--- src/rtl/fetch_pkg.sv ---
// fetch_pkg: shared types and constants for the fetch front end.
//   fetch_state_t : fetch FSM encoding (BOOT, RUN, DRAIN)
//   PC_STEP       : sequential PC increment
//   PC_ALIGN_MASK : low PC bits forced to zero on redirect
package fetch_pkg;

  typedef enum logic [1:0] {
    BOOT  = 2'd0,
    RUN   = 2'd1,
    DRAIN = 2'd2
  } fetch_state_t;

  localparam int         PC_STEP       = 4;
  localparam logic [1:0] PC_ALIGN_MASK = 2'b11;

endpackage

--- src/rtl/fetch_if.sv ---
// fetch_if: I-cache request/response bus.
//   ic_req   : request valid (fetch -> cache)
//   ic_addr  : request address (fetch -> cache)
//   ic_ready : data valid, request completes this cycle (cache -> fetch)
//   ic_rdata : instruction word (cache -> fetch)
// master = fetch stage, slave = I-cache.
interface fetch_if #(
  parameter int DATA_WIDTH = 32
);
  logic                  ic_req;
  logic [DATA_WIDTH-1:0] ic_addr;
  logic                  ic_ready;
  logic [DATA_WIDTH-1:0] ic_rdata;

  modport master (output ic_req, ic_addr, input ic_ready, ic_rdata);
  modport slave  (input ic_req, ic_addr, output ic_ready, ic_rdata);
endinterface

--- src/rtl/fetch_hold_buf.sv ---
// fetch_hold_buf: one-entry register that parks a fetched word while the
// pipeline is stalled.
//   clk, rst : clock, synchronous active-high reset
//   load     : capture din, mark valid
//   clear    : drop the entry (wins over load)
//   din      : word to capture
//   valid    : entry present
//   data     : captured word
module fetch_hold_buf #(
  parameter int DATA_WIDTH = 32
) (
  input  logic                  clk,
  input  logic                  rst,
  input  logic                  load,
  input  logic                  clear,
  input  logic [DATA_WIDTH-1:0] din,
  output logic                  valid,
  output logic [DATA_WIDTH-1:0] data
);

  always_ff @(posedge clk) begin
    if (rst) begin
      valid <= 1'b0;
      data  <= '0;
    end else if (clear) begin
      valid <= 1'b0;
    end else if (load) begin
      valid <= 1'b1;
      data  <= din;
    end
  end

endmodule

--- src/rtl/fetch_stage.sv ---
// fetch_stage: owns the PC, issues I-cache requests and presents
// {instruction, PC, PC+4} to the F/D register. Handles cache misses,
// downstream stalls (one-entry hold buffer) and execute redirects.
// Ports:
//   clk, rst                 : clock, synchronous active-high reset
//   stall_f                  : downstream cannot accept this cycle
//   redirect_valid/_pc       : taken branch/jump from execute
//   ic (fetch_if.master)     : I-cache request/response bus
//   instr_valid_f            : read_data_f/PC_f/PCPlus4_f carry a live instruction
//   read_data_f, PC_f, PCPlus4_f : instruction, its PC, PC+4
//   perf_fetch_cnt           : instructions accepted downstream
//   perf_miss_cyc            : cycles with ic_req & !ic_ready
// Build option: define FETCH_PERF_CNT_EN to implement the perf counters;
// otherwise both counter ports read 0 and no counter flops exist.
module fetch_stage
  import fetch_pkg::*;
#(
  parameter int                    DATA_WIDTH = 32,
  parameter logic [DATA_WIDTH-1:0] RESET_PC   = '0
) (
  input  logic                  clk,
  input  logic                  rst,
  input  logic                  stall_f,
  input  logic                  redirect_valid,
  input  logic [DATA_WIDTH-1:0] redirect_pc,
  fetch_if.master               ic,
  output logic                  instr_valid_f,
  output logic [DATA_WIDTH-1:0] read_data_f,
  output logic [DATA_WIDTH-1:0] PC_f,
  output logic [DATA_WIDTH-1:0] PCPlus4_f,
  output logic [31:0]           perf_fetch_cnt,
  output logic [31:0]           perf_miss_cyc
);

  fetch_state_t          state_q;
  logic [DATA_WIDTH-1:0] pc_q, pend_pc_q, pc_inc, rpc_al, hold_data;
  logic                  hold_valid, in_run, xfer, miss, accept;
  logic                  hold_load, hold_clr;

  assign in_run = (state_q == RUN);
  assign pc_inc = pc_q + DATA_WIDTH'(PC_STEP);
  assign rpc_al = redirect_pc & ~{{(DATA_WIDTH-2){1'b0}}, PC_ALIGN_MASK};

  // A parked word means the cache has nothing to do until it is consumed.
  assign ic.ic_req  = (state_q != BOOT) & ~hold_valid;
  assign ic.ic_addr = pc_q;

  assign xfer = ic.ic_req & ic.ic_ready;
  assign miss = ic.ic_req & ~ic.ic_ready;

  // DRAIN data belongs to a squashed path, so only RUN presents anything.
  assign instr_valid_f = in_run & ~redirect_valid & (hold_valid | xfer);
  assign read_data_f   = hold_valid ? hold_data : ic.ic_rdata;
  assign PC_f          = pc_q;
  assign PCPlus4_f     = pc_inc;

  assign accept    = instr_valid_f & ~stall_f;
  assign hold_load = in_run & ~redirect_valid & xfer & stall_f;
  assign hold_clr  = accept | (in_run & redirect_valid);

  fetch_hold_buf #(.DATA_WIDTH(DATA_WIDTH)) u_hold (
    .clk   (clk),
    .rst   (rst),
    .load  (hold_load),
    .clear (hold_clr),
    .din   (ic.ic_rdata),
    .valid (hold_valid),
    .data  (hold_data)
  );

  // A miss in flight cannot be withdrawn: a redirect then parks its target
  // in pend_pc and the FSM drains the stale response before switching.
  always_ff @(posedge clk) begin
    if (rst) begin
      state_q   <= BOOT;
      pc_q      <= RESET_PC;
      pend_pc_q <= '0;
    end else begin
      case (state_q)
        BOOT: state_q <= RUN;
        RUN: begin
          if (redirect_valid) begin
            if (miss) begin
              pend_pc_q <= rpc_al;
              state_q   <= DRAIN;
            end else begin
              pc_q <= rpc_al;
            end
          end else if (accept) begin
            pc_q <= pc_inc;
          end
        end
        DRAIN: begin
          if (ic.ic_ready) begin
            pc_q    <= redirect_valid ? rpc_al : pend_pc_q;
            state_q <= RUN;
          end else if (redirect_valid) begin
            pend_pc_q <= rpc_al;
          end
        end
        default: state_q <= BOOT;
      endcase
    end
  end

`ifdef FETCH_PERF_CNT_EN
  logic [31:0] fetch_cnt_q, miss_cyc_q;

  always_ff @(posedge clk) begin
    if (rst) begin
      fetch_cnt_q <= '0;
      miss_cyc_q  <= '0;
    end else begin
      if (accept) fetch_cnt_q <= fetch_cnt_q + 32'd1;
      if (miss)   miss_cyc_q  <= miss_cyc_q + 32'd1;
    end
  end

  assign perf_fetch_cnt = fetch_cnt_q;
  assign perf_miss_cyc  = miss_cyc_q;
`else
  assign perf_fetch_cnt = 32'd0;
  assign perf_miss_cyc  = 32'd0;
`endif

endmodule
--- src/flat_wrapper.sv ---
// flat-port wrapper written by rule: the top's interface ports become plain ports
module fetch_stage_flat import fetch_pkg::*;
#(
  parameter int                    DATA_WIDTH = 32,
  parameter logic [DATA_WIDTH-1:0] RESET_PC   = '0
)
  (clk, rst, stall_f, redirect_valid, redirect_pc, instr_valid_f, read_data_f, PC_f, PCPlus4_f, perf_fetch_cnt, perf_miss_cyc, ic_ic_req, ic_ic_addr, ic_ic_ready, ic_ic_rdata);
  fetch_if #(.DATA_WIDTH(DATA_WIDTH)) ic_i ();
  input  logic clk;
  input  logic rst;
  input  logic stall_f;
  input  logic redirect_valid;
  input  logic [DATA_WIDTH-1:0] redirect_pc;
  output logic instr_valid_f;
  output logic [DATA_WIDTH-1:0] read_data_f;
  output logic [DATA_WIDTH-1:0] PC_f;
  output logic [DATA_WIDTH-1:0] PCPlus4_f;
  output logic [31:0] perf_fetch_cnt;
  output logic [31:0] perf_miss_cyc;
  output wire logic [$bits(ic_i.ic_req)-1:0] ic_ic_req;
  output wire logic [$bits(ic_i.ic_addr)-1:0] ic_ic_addr;
  input wire logic [$bits(ic_i.ic_ready)-1:0] ic_ic_ready;
  input wire logic [$bits(ic_i.ic_rdata)-1:0] ic_ic_rdata;
  assign ic_ic_req = ic_i.ic_req;
  assign ic_ic_addr = ic_i.ic_addr;
  assign ic_i.ic_ready = ic_ic_ready;
  assign ic_i.ic_rdata = ic_ic_rdata;
  fetch_stage #(.DATA_WIDTH(DATA_WIDTH), .RESET_PC(RESET_PC)) u_core (.clk(clk), .rst(rst), .stall_f(stall_f), .redirect_valid(redirect_valid), .redirect_pc(redirect_pc), .ic(ic_i), .instr_valid_f(instr_valid_f), .read_data_f(read_data_f), .PC_f(PC_f), .PCPlus4_f(PCPlus4_f), .perf_fetch_cnt(perf_fetch_cnt), .perf_miss_cyc(perf_miss_cyc));
endmodule
--- config.mk ---
export PLATFORM = sky130hd
export DESIGN_NAME = fetch_stage_flat
export DESIGN_NICKNAME = d
export VERILOG_FILES = /design/src/rtl/fetch_pkg.sv /design/src/rtl/fetch_if.sv /design/src/rtl/fetch_hold_buf.sv /design/src/rtl/fetch_stage.sv /design/src/flat_wrapper.sv
export SDC_FILE = /design/constraint.sdc
export NUM_CORES = 1
export LEC_CHECK = 0
export CAP_MARGIN = 40
export CORE_ASPECT_RATIO = 0.9
export CORE_MARGIN = 8
export CORE_UTILIZATION = 35
export CTS_BUF_LIST = sky130_fd_sc_hd__clkbuf_2
export DETAILED_ROUTE_END_ITERATION = 8
export PLACE_DENSITY = 0.63
export SYNTH_ARGS = -nofsm -noshare
export SYNTH_HDL_FRONTEND = slang
export SYNTH_HIERARCHICAL = 1
export SYNTH_SLANG_ARGS = --single-unit
--- constraint.sdc ---
create_clock -name clk -period 4.6 [get_ports clk]
set_clock_uncertainty 0.2 [all_clocks]
set_input_delay 0.46 -clock clk [delete_from_list [all_inputs] [get_ports clk]]
set_output_delay 0.46 -clock clk [all_outputs]
set_load 0.03 [all_outputs]
## After elaboration in Yosys (flattened, before gate mapping)

Cells that the tools add are included.
Widths: inputs -> output; s select.

- Register bits: 99
- Bits of input ports: 69
- Word-level logic and storage cells: 53
- Output and inout port bits: 194

- Equality and inequality tests: 8
- Reduce and logical (&&, ||, !) cells: 8
- Add/subtract/negate cells: 1
- Mux-type cells: 15
- Bitwise logic cells: 16

Operators with widths:

| kind | number |
|---|---|
| $mux 32 | 9 |
| $pmux 32 s2 | 2 |
| $add 32x3->32 const B | 1 |
| $and 1x1->1 | 9 |
| $ne 2x2->1 const B | 4 |
| $reduce_and 4->1 | 2 |
| $mux 2 | 3 |
| $ne 3x3->1 const B | 2 |
| $pmux 2 s3 | 1 |
| $not 1->1 | 5 |
| $reduce_bool 2->1 | 2 |
| $reduce_and 3->1 | 1 |
| $eq 2x1->1 const B | 1 |
| $eq 2x2->1 const B | 1 |
| $logic_not 2->1 | 1 |
| $or 1x1->1 | 2 |
| $reduce_and 2->1 | 1 |
| $reduce_or 2->1 | 1 |

## Depth between registers and ports, before layout

Gate-level depths: netlist of the first run.

- Depth in word-level cells: 9
- Mapped depth: 9
- Depth with buffers taken out: 8

## Cells and area by module

Netlist of the first run, hierarchy kept.

Modules (own cells, without submodules):

| module | seq. area each (um2) | area an instance (um2) | cells each | times used |
|---|---|---|---|---|
| fetch_stage | 1321.3 | 5048.6 | 659 | 1 |
| fetch_hold_buf | 660.6 | 1483.9 | 148 | 1 |

## Least setup slack after synthesis of the first run

OpenSTA, ideal clock, no wires.

- Kind: reg2out
- From: reg u_core.pc_q[9] (netlist: u_core/PC_f[9])
- To: out PCPlus4_f[23]
- Buffers on the path: 2
- Data required time: 3.940 ns
- Slack: 1.375 ns
- Data arrival time: 2.565 ns
- Cell stages (with the launch flop): 7
- Cells stage by stage: dfxtp_1 > buf_4 > nand4_4 > or4_4 > buf_6 > or4_4 > xnor2_1

- Longest elaborated chain between the ends: 1

RTL lines:

| what | RTL line | text |
|---|---|---|
| start: declaration | fetch_stage.sv:36 | `logic [DATA_WIDTH-1:0] pc_q, pend_pc_q, pc_inc, rpc_al, hold_data;` |
| start signal: assignment | fetch_stage.sv:87 | `pc_q <= rpc_al;` |
| start signal: assignment | fetch_stage.sv:90 | `pc_q <= pc_inc;` |
| start signal: assignment | fetch_stage.sv:95 | `pc_q <= redirect_valid ? rpc_al : pend_pc_q;` |
| $add 32x3->32 | fetch_stage.sv:41 | `assign pc_inc = pc_q + DATA_WIDTH'(PC_STEP);` |
| end: declaration | flat_wrapper.sv:17 | `output logic [DATA_WIDTH-1:0] PCPlus4_f;` |

No other way between the ends.

## Final worst setup path of the first run

- From: reg u_core.pc_q[2] (netlist: u_core/PC_f[2])
- To: out PCPlus4_f[26]

Same word-level chain as after synthesis.

==> run_results.csv, run 1 <==
group,metric,value,unit
worst_setup_path,reg2reg_from,"u_core/state_q[0]",
clock_tree,post-cts-setup-buffers,0,
timing,setup_ws,402,ps
worst_setup_path,ff2ff_path_depth,8,
min_path,min_from,"redirect_pc[28]",
worst_setup_path,required,3940,ps
power_and_ir_drop,p_leak,0.00290,µW
min_path,hold_path.class,"in -> reg",
route,drt_wl_total,20400,µm
power_and_ir_drop,p_total,3800,µW
final_layout,syn2layout_area_growth,26.8,%
synthesis,synthCells,807,
synthesis,ys_seq_area_share,30.3,%
clock_tree,clock_path_buffers,2,
synthesis,yosys.cell_types.count,59,
synthesis,synth_top_flop_cell,"dfxtp_1",
floorplan,dieWidth,160,µm
timing,slew_headroom,48.6,%
floorplan,boundaryPins,263,
route,drt_iter0_markers,383,
clock_tree,postCtsResizedCells,0,
timing,tightest_slew,770,ps
final_layout,antenna_cells,0,
clock_tree,hold_buffers,0,
worst_setup_path,cp.arrival,3540,ps
worst_setup_path,cp-end-kind,"output pin",
synthesis,netlist_area,6530,µm²
clock_tree,cts_tree,"done",
grt,antenna_found_initial,0,
timing,drv_slew,0,
synthesis,ys_top_cells_by_area,"dfxtp_1 30%, buf_4 11%, nand2_1 5.7%",
grt,gr-usage-met2,26.8,%
placement,dp_hpwl,14300,µm
clock_tree,clk_pin_slew,290,ps
synthesis,synth_top_cell_by_area,"dfxtp_1",
floorplan,start_util,35.6,%
timing,rsz0062_at_grt,"false",
clock_tree,numClockSinks,99,
timing,timing_hold_violations_final,0,
clock_tree,cts-root-buf,"clkbuf_2",
grt,use_met1,21.0,%
synthesis,ys_warn_count,6,
final_layout,drive_above_1_share,7.90,%
timing,min_period,4200,ps
floorplan,core-area,18300,µm²
final_layout,fin_nets,1008,
route,drc,0,
synthesis,synthTopCellsByCount,"100 x buf_4, 100 x nand2_1, 99 x dfxtp_1, 67 x a21oi_1, 39 x clkbuf_1",
grt,busiest_layer,"met2",
worst_setup_path,crit_type,"reg -> out",
synthesis,synth_edf_count,0,
synthesis,avgSynthCellArea,8.09,µm²
route,wl_per_cell,17.3,µm
route,vias,5932,
status,outcome,"completed",
worst_setup_path,r2r_slack,1820,ps
timing,tns,0,ps
placement,place_area,8160,µm²
synthesis,synth_top_area_share,30.3,%
floorplan,die_h,146,µm
grt,grt_pass1_vias,5789,
placement,portBuffers,196,
worst_setup_path,cp-start-kind,"register",
floorplan,dieArea,23300,µm²
worst_setup_path,path_max_fanout,7,
grt,use_met3,6.08,%
route,drtPass1Iterations,5,
power_and_ir_drop,power_density,459,nW/µm²
placement,place_congestion,0.812,
timing,max_freq,238,MHz
grt,overflow,0,
grt,grt_pass1_wl,32200,µm
min_path,hold_end,"u_core/pend_pc_q[28]",
min_path,whs_path_depth,3,
route,antenna_left,0,
power_and_ir_drop,ir_drop,0.180,mV
clock_tree,htreeDepth,3,
floorplan,placementRows,47,
placement,dp_slack,1130,ps
grt,grt_start_max_net_pins,90,
clock_tree,numCtsBuffers,9,
synthesis,async_flop_share,0,%
route,avgViaCountPerCell,5.02,
flow_run,maxCapViolations,0,
clock_tree,insertion_delay,610,ps
timing,post-route-period-util,91.3,%
synthesis,ys_ff_latch,99,
final_layout,stdcell_area,8280,µm²
grt,grt_util_all_layers,16.8,%
timing,setup_viol,0,
worst_setup_path,r2r_end,"u_core/u_hold/data[29]",
-- report_power, final --
group | switching, µW | internal, µW | total, µW | leakage [µW]
clock | 310 | 172 | 482 | 0.0000699
sequential | 198 | 978 | 1180 | 0.000802
combinational | 1300 | 842 | 2140 | 0.00203
-- worst max-delay path by stage --
stage | from | endpoint
5_1_grt | u_core/PC_f[2] | PCPlus4_f[26]
6_report | u_core/PC_f[2] | PCPlus4_f[26]
4_1_cts | u_core/PC_f[2] | PCPlus4_f[26]
2_1_floorplan | u_core/PC_f[9] | PCPlus4_f[23]
3_5_place_dp | u_core/PC_f[3] | PCPlus4_f[26]
3_3_place_gp | u_core/PC_f[2] | PCPlus4_f[26]
-- stage by stage --
step,hold slack (ps),cells,utilization [%]
after floorplan,231,870,-
after global routing,132,1182,45.1
after CTS,118,1182,45.1
final,179,1182,45.1
after detailed placement,242,1168,44.4
after global placement,237,1165,44.2
-- routing by layer --
metal	vias to the layer above	wire length [µm]
met1	2763	9000
met4	0	235
met5	-	0
met2	234	9400
met3	13	1760
li1	2922	-
-- layout by cell type, fill, tap and decap left out, types with 15 or more instances in the layout --
master	netlist	layout
clkdlybuf4s50_1	0	195
nand2_1	100	100
dfxtp_1	99	99
a21oi_1	67	67
conb_1	1	64
nand2b_1	38	38
mux2_2	32	32
nand4bb_1	32	32
nor2_1	32	31
o21ai_1	31	30
o21ai_0	22	22
nand3_1	20	20
xnor2_1	17	17
and3_1	15	15
-- critical path, cell delays in order, from the launching register on --
cell             delay, ps
dfxtp_1                540
ha_1                   290
nand3_1                190
nor4_2                 460
and3_1                 350
nand3_1                210
xnor2_1                190
clkdlybuf4s50_1        700
-- kinds of logic after synthesis --
logic type	synth area share (%)
AOI/OAI and AO/OA	17.0
buffers and inverters	16.5
xor gates and xnor gates	3.62
other	0.0574
DFF	30.3
muxes	6.74
and+or+nand+nor	24.8
adders and majority gates	0.958
-- area by class of cell --
| cell class | instances | area, µm² |
|---|---|---|
| Fill cell | 1834 | 10100 |
| Multi-Input combinational cell | 601 | 3720 |
| Timing Repair Buffer | 210 | 2100 |
| Sequential cell | 99 | 1980 |
| Tap cell | 245 | 307 |
| Clock inverter | 5 | 80.1 |
| Inverter | 13 | 48.8 |
| Clock buffer | 9 | 45.0 |
-- state kept, by name, indices dropped and copies added (netlist names) --
signal               flops
u_core/PC_f             32
u_core/pend_pc_q        32
u_core/state_q           2
u_core/u_hold/data      32
u_core/u_hold/valid      1
Power figures use the tool's default switching activity.
==> run 2: changes to the inputs <==
- ABC_CLOCK_PERIOD_IN_PS: default -> 4600
- SKIP_LAST_GASP: default -> 1
==> results of run 2 <==
Final layout, timing and power as in run 1 (identical DEF).
